File: src/rtl/pc_gen.sv
// pc_gen: registered fetch-address generator with branch/jump/trap targets,
// an EPC register, a circular return-address stack and a HALT state.
module pc_gen #(
    parameter int              XLEN      = 32,
    parameter int              IMM_W     = 16,
    parameter int              INDEX_W   = 26,
    parameter logic [XLEN-1:0] RESET_VEC = '0,
    parameter logic [XLEN-1:0] TRAP_VEC  = 32'h0000_0180,
    parameter int              RAS_DEPTH = 4
) (
    input  logic             clk,
    input  logic             rst,
    input  logic             en,
    input  logic             br_taken,
    input  logic [IMM_W-1:0] br_imm,
    input  logic             jmp,
    input  logic [INDEX_W-1:0] jmp_index,
    input  logic             jr,
    input  logic [XLEN-1:0]  jr_target,
    input  logic             call,
    input  logic             ret,
    input  logic             trap,
    input  logic             eret,
    input  logic             halt,
    input  logic             resume,
    output logic [XLEN-1:0]  pc,
    output logic [XLEN-1:0]  pc_plus4,
    output logic [XLEN-1:0]  epc,
    output logic             halted,
    output logic             ras_empty,
    output logic             ras_full,
    output logic             ras_ovf,
    output logic             ras_unf
);
    localparam int PW = $clog2(RAS_DEPTH);
    localparam int CW = PW + 1;
    localparam logic [XLEN-1:0] ALIGN = ~XLEN'(3);
    localparam logic [XLEN-1:0] JMASK = {XLEN{1'b1}} << (INDEX_W + 2);

    typedef enum logic {RUN, HALT} state_t;

    state_t          state_q, state_d;
    logic [XLEN-1:0] pc_q, pc_d, epc_q, epc_d;
    logic [XLEN-1:0] ras_q [RAS_DEPTH];
    logic [XLEN-1:0] ras_d [RAS_DEPTH];
    logic [PW-1:0]   ptr_q, ptr_d;
    logic [CW-1:0]   cnt_q, cnt_d;
    logic            ovf_q, ovf_d, unf_q, unf_d;
    logic            push, pop;
    logic [XLEN-1:0] top, jt, bt, jrt;

    assign pc_plus4  = pc_q + XLEN'(4);
    assign ras_empty = cnt_q == '0;
    assign ras_full  = cnt_q == CW'(RAS_DEPTH);
    // ptr_q points at the next free slot, so the newest entry sits just below it
    assign top = ras_q[ptr_q - PW'(1)] & ALIGN;
    assign jrt = jr_target & ALIGN;
    assign jt  = (pc_q & JMASK) | (XLEN'(jmp_index) << 2);
    assign bt  = pc_plus4 + (XLEN'($signed(br_imm)) << 2);

    always_ff @(posedge clk) begin
        if (!rst) state_q <= RUN;
        else      state_q <= state_d;
    end

    always_comb begin
        state_d = state_q;
        pc_d    = pc_q;
        epc_d   = epc_q;
        unf_d   = unf_q;
        push    = 1'b0;
        pop     = 1'b0;
        if (en) begin
            if (state_q == HALT) begin
                if (trap) begin
                    epc_d   = pc_q;
                    pc_d    = TRAP_VEC;
                    state_d = RUN;
                end else if (resume) begin
                    pc_d    = pc_plus4;
                    state_d = RUN;
                end
            end else if (trap) begin
                epc_d = pc_q;
                pc_d  = TRAP_VEC;
            end else if (eret) begin
                pc_d = epc_q;
            end else if (halt) begin
                state_d = HALT;
            end else if (jr && ret) begin
                pc_d  = ras_empty ? jrt : top;
                pop   = !ras_empty;
                unf_d = unf_q | ras_empty;
            end else if (jr) begin
                pc_d = jrt;
                push = call;
            end else if (jmp) begin
                pc_d = jt;
                push = call;
            end else begin
                pc_d = br_taken ? bt : pc_plus4;
            end
        end
    end

    // a push into a full stack overwrites the oldest entry
    always_comb begin
        ras_d = ras_q;
        ptr_d = ptr_q;
        cnt_d = cnt_q;
        ovf_d = ovf_q | (push && ras_full);
        if (push) begin
            ras_d[ptr_q] = pc_plus4;
            ptr_d        = ptr_q + PW'(1);
            cnt_d        = ras_full ? cnt_q : cnt_q + CW'(1);
        end else if (pop) begin
            ptr_d = ptr_q - PW'(1);
            cnt_d = cnt_q - CW'(1);
        end
    end

    always_ff @(posedge clk) begin
        if (!rst) begin
            pc_q  <= RESET_VEC;
            epc_q <= '0;
            ptr_q <= '0;
            cnt_q <= '0;
            ovf_q <= 1'b0;
            unf_q <= 1'b0;
        end else begin
            pc_q  <= pc_d;
            epc_q <= epc_d;
            ptr_q <= ptr_d;
            cnt_q <= cnt_d;
            ovf_q <= ovf_d;
            unf_q <= unf_d;
        end
    end

    always_ff @(posedge clk) ras_q <= ras_d;

    assign pc      = pc_q;
    assign epc     = epc_q;
    assign ras_ovf = ovf_q;
    assign ras_unf = unf_q;
    assign halted  = state_q == HALT;
endmodule

File: config.mk
export PLATFORM = sky130hd
export DESIGN_NAME = pc_gen
export DESIGN_NICKNAME = d
export VERILOG_FILES = /design/src/rtl/pc_gen.sv
export SDC_FILE = /design/constraint.sdc
export NUM_CORES = 1
export LEC_CHECK = 0
export BUFFER_PORTS_ARGS = -buffer_cell sky130_fd_sc_hd__buf_2
export CORE_MARGIN = 1.5
export CORE_UTILIZATION = 50
export CTS_BUF_LIST = sky130_fd_sc_hd__clkbuf_16
export CTS_CLUSTER_DIAMETER = 40
export DETAILED_ROUTE_END_ITERATION = 10
export PLACE_DENSITY = 0.7
export SETUP_SLACK_MARGIN = 0.1
export SKIP_CTS_REPAIR_TIMING = 1
export SKIP_LAST_GASP = 1
export SLEW_MARGIN = 30
export SYNTH_ARGS = -nofsm -noshare
export SYNTH_HDL_FRONTEND = slang
export SYNTH_SLANG_ARGS = --single-unit
export TNS_END_PERCENT = 5
File: constraint.sdc
create_clock -name clk -period 4.5 [get_ports clk]
set_input_delay 0.45 -clock clk [delete_from_list [all_inputs] [get_ports clk]]
set_output_delay 0.45 -clock clk [all_outputs]
set_load 0.02 [all_outputs]
==> results.sh <==
export IMPL_hold_viol=0
export IMPL_postRouteAntennaNets=0
export IMPL_fill_cells=1870
export IMPL_cts_made_buffers=17
export IMPL_startpoint="pc[3]"
export IMPL_rrSetupSlack_ns=0.36
export IMPL_clock_latency_ns=0.45
export IMPL_p_comb_frac=0.184
export IMPL_vias=9852
export IMPL_slew_viol_final=0
export IMPL_dp_hpwl_mm=26.2
export IMPL_skew_ns=0.0170
export IMPL_max_cap_violations=0
export IMPL_rr_endpoint="pc[29]"
export IMPL_required_ns=4.83
export IMPL_detail_route_vias_per_cell=6.26
export IMPL_grt_max_degree=40
export IMPL_drive_gt1_frac=0.241
export IMPL_switchingPower_w=0.00133
export IMPL_yosysWarnings=0
export IMPL_synth_mux_area_frac=0.0881
export IMPL_layout_setup_ws_ns=0.355
export IMPL_ys_seq_area_frac=0.457
export IMPL_portBuffers=184
export IMPL_rsz0062_at_grt="no"
export IMPL_cts_tree="built"
export IMPL_clkPwrFrac=0.368
export IMPL_status="completed"
export IMPL_wire_per_inst_um=22.7
export IMPL_drt_total_wl_mm=35.7
export IMPL_vdd_drop_max_uv=239
export IMPL_synth_area_mm2=0.0111
export IMPL_setup_tns_ns=0
export IMPL_hold_class="in2reg"
export IMPL_final_net_count=1404
export IMPL_clk_pin_slew_ns=0.08
export IMPL_relSlewSlack=0.301
export IMPL_synthTopCellsByArea="edfxtp_1 (33%), dfxtp_1 (13%), mux4_2 (6.1%)"
export IMPL_antenna_found_initial=5
export IMPL_seqPwrFrac=0.448
export IMPL_drt_iter0_markers=1181
export IMPL_ys_async_sr_fraction=0
export IMPL_core_mm2=0.0218
export IMPL_overflow=0
export IMPL_grt_pass1_vias=9021
export IMPL_die_area_mm2=0.0230
export IMPL_syn_area_per_cell_um2=10.1
export IMPL_cts_sink_count=192
export IMPL_period_minus_slack_ns=4.14
export IMPL_synth_seq_cells=192
export IMPL_synth_xor_area_frac=0.0362
export IMPL_synth_top_area_frac=0.326
export IMPL_crit_type="reg2reg"
export IMPL_yosys_area_share_adder=0.0489
export IMPL_drt_pass1_iterations=5
export IMPL_crit_fanout=9
export IMPL_p_leak_nw=5.25
export IMPL_p_sw_frac=0.304
export IMPL_synth_compound_area_frac=0.194
export IMPL_synth_top_area_cell="edfxtp_1"
export IMPL_synth_top_flop_cell="edfxtp_1"
export IMPL_post_route_period_util=0.921
export IMPL_max_freq_ghz=0.241
export IMPL_synthSimpleGateAreaFrac=0.143
export IMPL_synth_nets=1219
export IMPL_cts_root_buf="clkbuf_16"
export IMPL_htree_levels=4
export IMPL_grtUsageTotal=0.315
export IMPL_fp_row_count=54
export IMPL_start_util=0.508
export IMPL_r2r_start="pc[3]"
export IMPL_synth_cell_types=71
export IMPL_die_w_um=152
export IMPL_place_gp_congestion=0.958
export IMPL_cts_path_max_buffers=2
export IMPL_worst_pin_slew_ns=1.05
export IMPL_arrival_ns=4.47
export IMPL_r2r_cells=17
export IMPL_cp_end_kind="register"
export IMPL_grt_first_pass_wirelength_mm=53.4
export IMPL_synth_top_family_by_area="compound AO/OA/AOI/OAI gates"
export IMPL_setup_violations=0
export IMPL_power_internal_w=0.00304
export IMPL_die_height_um=152
export IMPL_drc=0
export IMPL_area_growth_pct=18.1
export IMPL_critPathCapture="pc[29]"
export IMPL_synth_edf_count=120
export IMPL_synthCells=1091
export IMPL_dp_slack_ns=0.360
export IMPL_power_density_mw_per_mm2=335
export IMPL_startpoint_type="register"
export IMPL_io_pins=187
-- routing by layer --
metal | vias to the layer above | track usage | share of wire
li1 | 4493 | - | -
met2 | 538 | 0.443 | 0.43
met5 | - | 0 | 0
met3 | 51 | 0.0707 | 0.11
met4 | 0 | 0.0861 | 0.021
met1 | 4770 | 0.484 | 0.44
-- Yosys cell counts (all sizes together), types with 4 or more instances --
cell type	count
nor2	64
buf	8
and2	15
xor2	24
nand2b	6
mux2	6
or3	12
clkbuf	53
xnor2	20
o21ai	58
nand2	150
ha	40
o211ai	16
o21a	14
a21oi	84
nand3	31
o2111ai	9
a311oi	6
a211oi	11
a221o	4
nor4	5
a31oi	10
edfxtp	120
a21boi	38
and3	12
nand4	16
nor3	10
o22ai	11
inv	32
nor2b	6
o211a	4
dfxtp	72
mux2i	23
a221oi	4
a21o	8
o221ai	16
mux4	30
o31ai	7
-- cells in the final DEF (no fill, tap or decap), types with 12 or more instances in the layout --
cell,n
nor2_1,64
inv_1,32
buf_4,42
nand3_1,30
a21boi_0,38
xnor2_1,18
and2_1,15
nand4_1,15
or3_1,12
dfxtp_1,70
o221ai_1,16
buf_2,184
edfxtp_1,120
xor2_1,24
ha_1,39
clkbuf_16,17
o21a_1,14
and3_1,12
mux4_2,30
a21oi_1,84
nand2_1,149
mux2i_1,23
o21ai_0,55
o211ai_1,16
-- metrics by stage --
stage	cells	hold WS (ns)	utilization	area (µm²)	power, W
after floorplan	1091	0.542	-	11100	0.00248
after global placement	1537	0.449	0.571	12400	0.00277
after detailed placement	1537	0.451	0.571	12400	0.00277
after CTS	1569	0.329	0.599	13000	0.00436
after global routing	1574	0.358	0.600	13100	0.00450
final	1574	0.338	0.600	13100	0.00437
-- final cells by class --
type	count	area, µm²	area share
multi-input combinational	805	5640	0.432
sequential	192	5050	0.387
timing repair buffer	227	1260	0.0963
clock buffer	17	425	0.0326
tap	280	350	0.0268
clock inverter	15	194	0.0149
inverter	33	124	0.00949
antenna	5	12.5	0.000959
-- power groups by stage --
stage / Sequential [W] / Combinational (W) / Clock, W
after floorplan: 0.00202 / 0.000462 / 0
after global placement: 0.00199 / 0.000775 / 0
after detailed placement: 0.00200 / 0.000779 / 0
after CTS: 0.00196 / 0.000785 / 0.00162
after global routing: 0.00196 / 0.000865 / 0.00168
final: 0.00196 / 0.000805 / 0.00161
-- sequential cells by signal, summed over array words and instances, names as in the netlist --
signal	flops
ras_ovf	1
pc	32
ras_q	120
cnt_q	3
halted	1
ras_unf	1
epc	32
ptr_q	2
-- cell families (layout without fill, tap and decap cells) --
| kind of cell | count (synthesis) | after routing |
|---|---|---|
| and+or+nand+nor | 338 | 338 |
| buffers and inverters | 94 | 292 |
| xor gates and xnor gates | 44 | 44 |
| other | 0 | 5 |
| muxes | 59 | 59 |
| AOI/OAI and AO/OA | 322 | 322 |
| adders and majority gates | 42 | 42 |
| DFF | 192 | 192 |
-- worst min path at each step --
stage               end          from  slack (ns)  cells after the start
3_5_place_dp    ras_ovf       ras_ovf        0.45                      1
5_1_grt           pc[9]  jmp_index[7]        0.36                      3
2_1_floorplan  cnt_q[1]      cnt_q[1]        0.54                      2
4_1_cts           pc[9]  jmp_index[7]        0.33                      3
6_report          pc[9]  jmp_index[7]        0.34                      3
3_3_place_gp    ras_ovf       ras_ovf        0.45                      1
-- critical path, stage by stage, from the launching register on --
cell and delay (ns):
dfxtp_1 0.44, ha_1 0.23, nand3_1 0.16, nor4_1 0.31, buf_4 0.19, and2_1 0.18
nand3_1 0.10, xor2_1 0.21, inv_1 0.16, ha_2 0.45, and3_1 0.27, nand2_1 0.14
nor4_1 0.29, o211ai_1 0.14, o31ai_1 0.13, mux2i_1 0.29, a311o_1 0.23, a21oi_1 0.08
(Power assumes the default switching activity.)
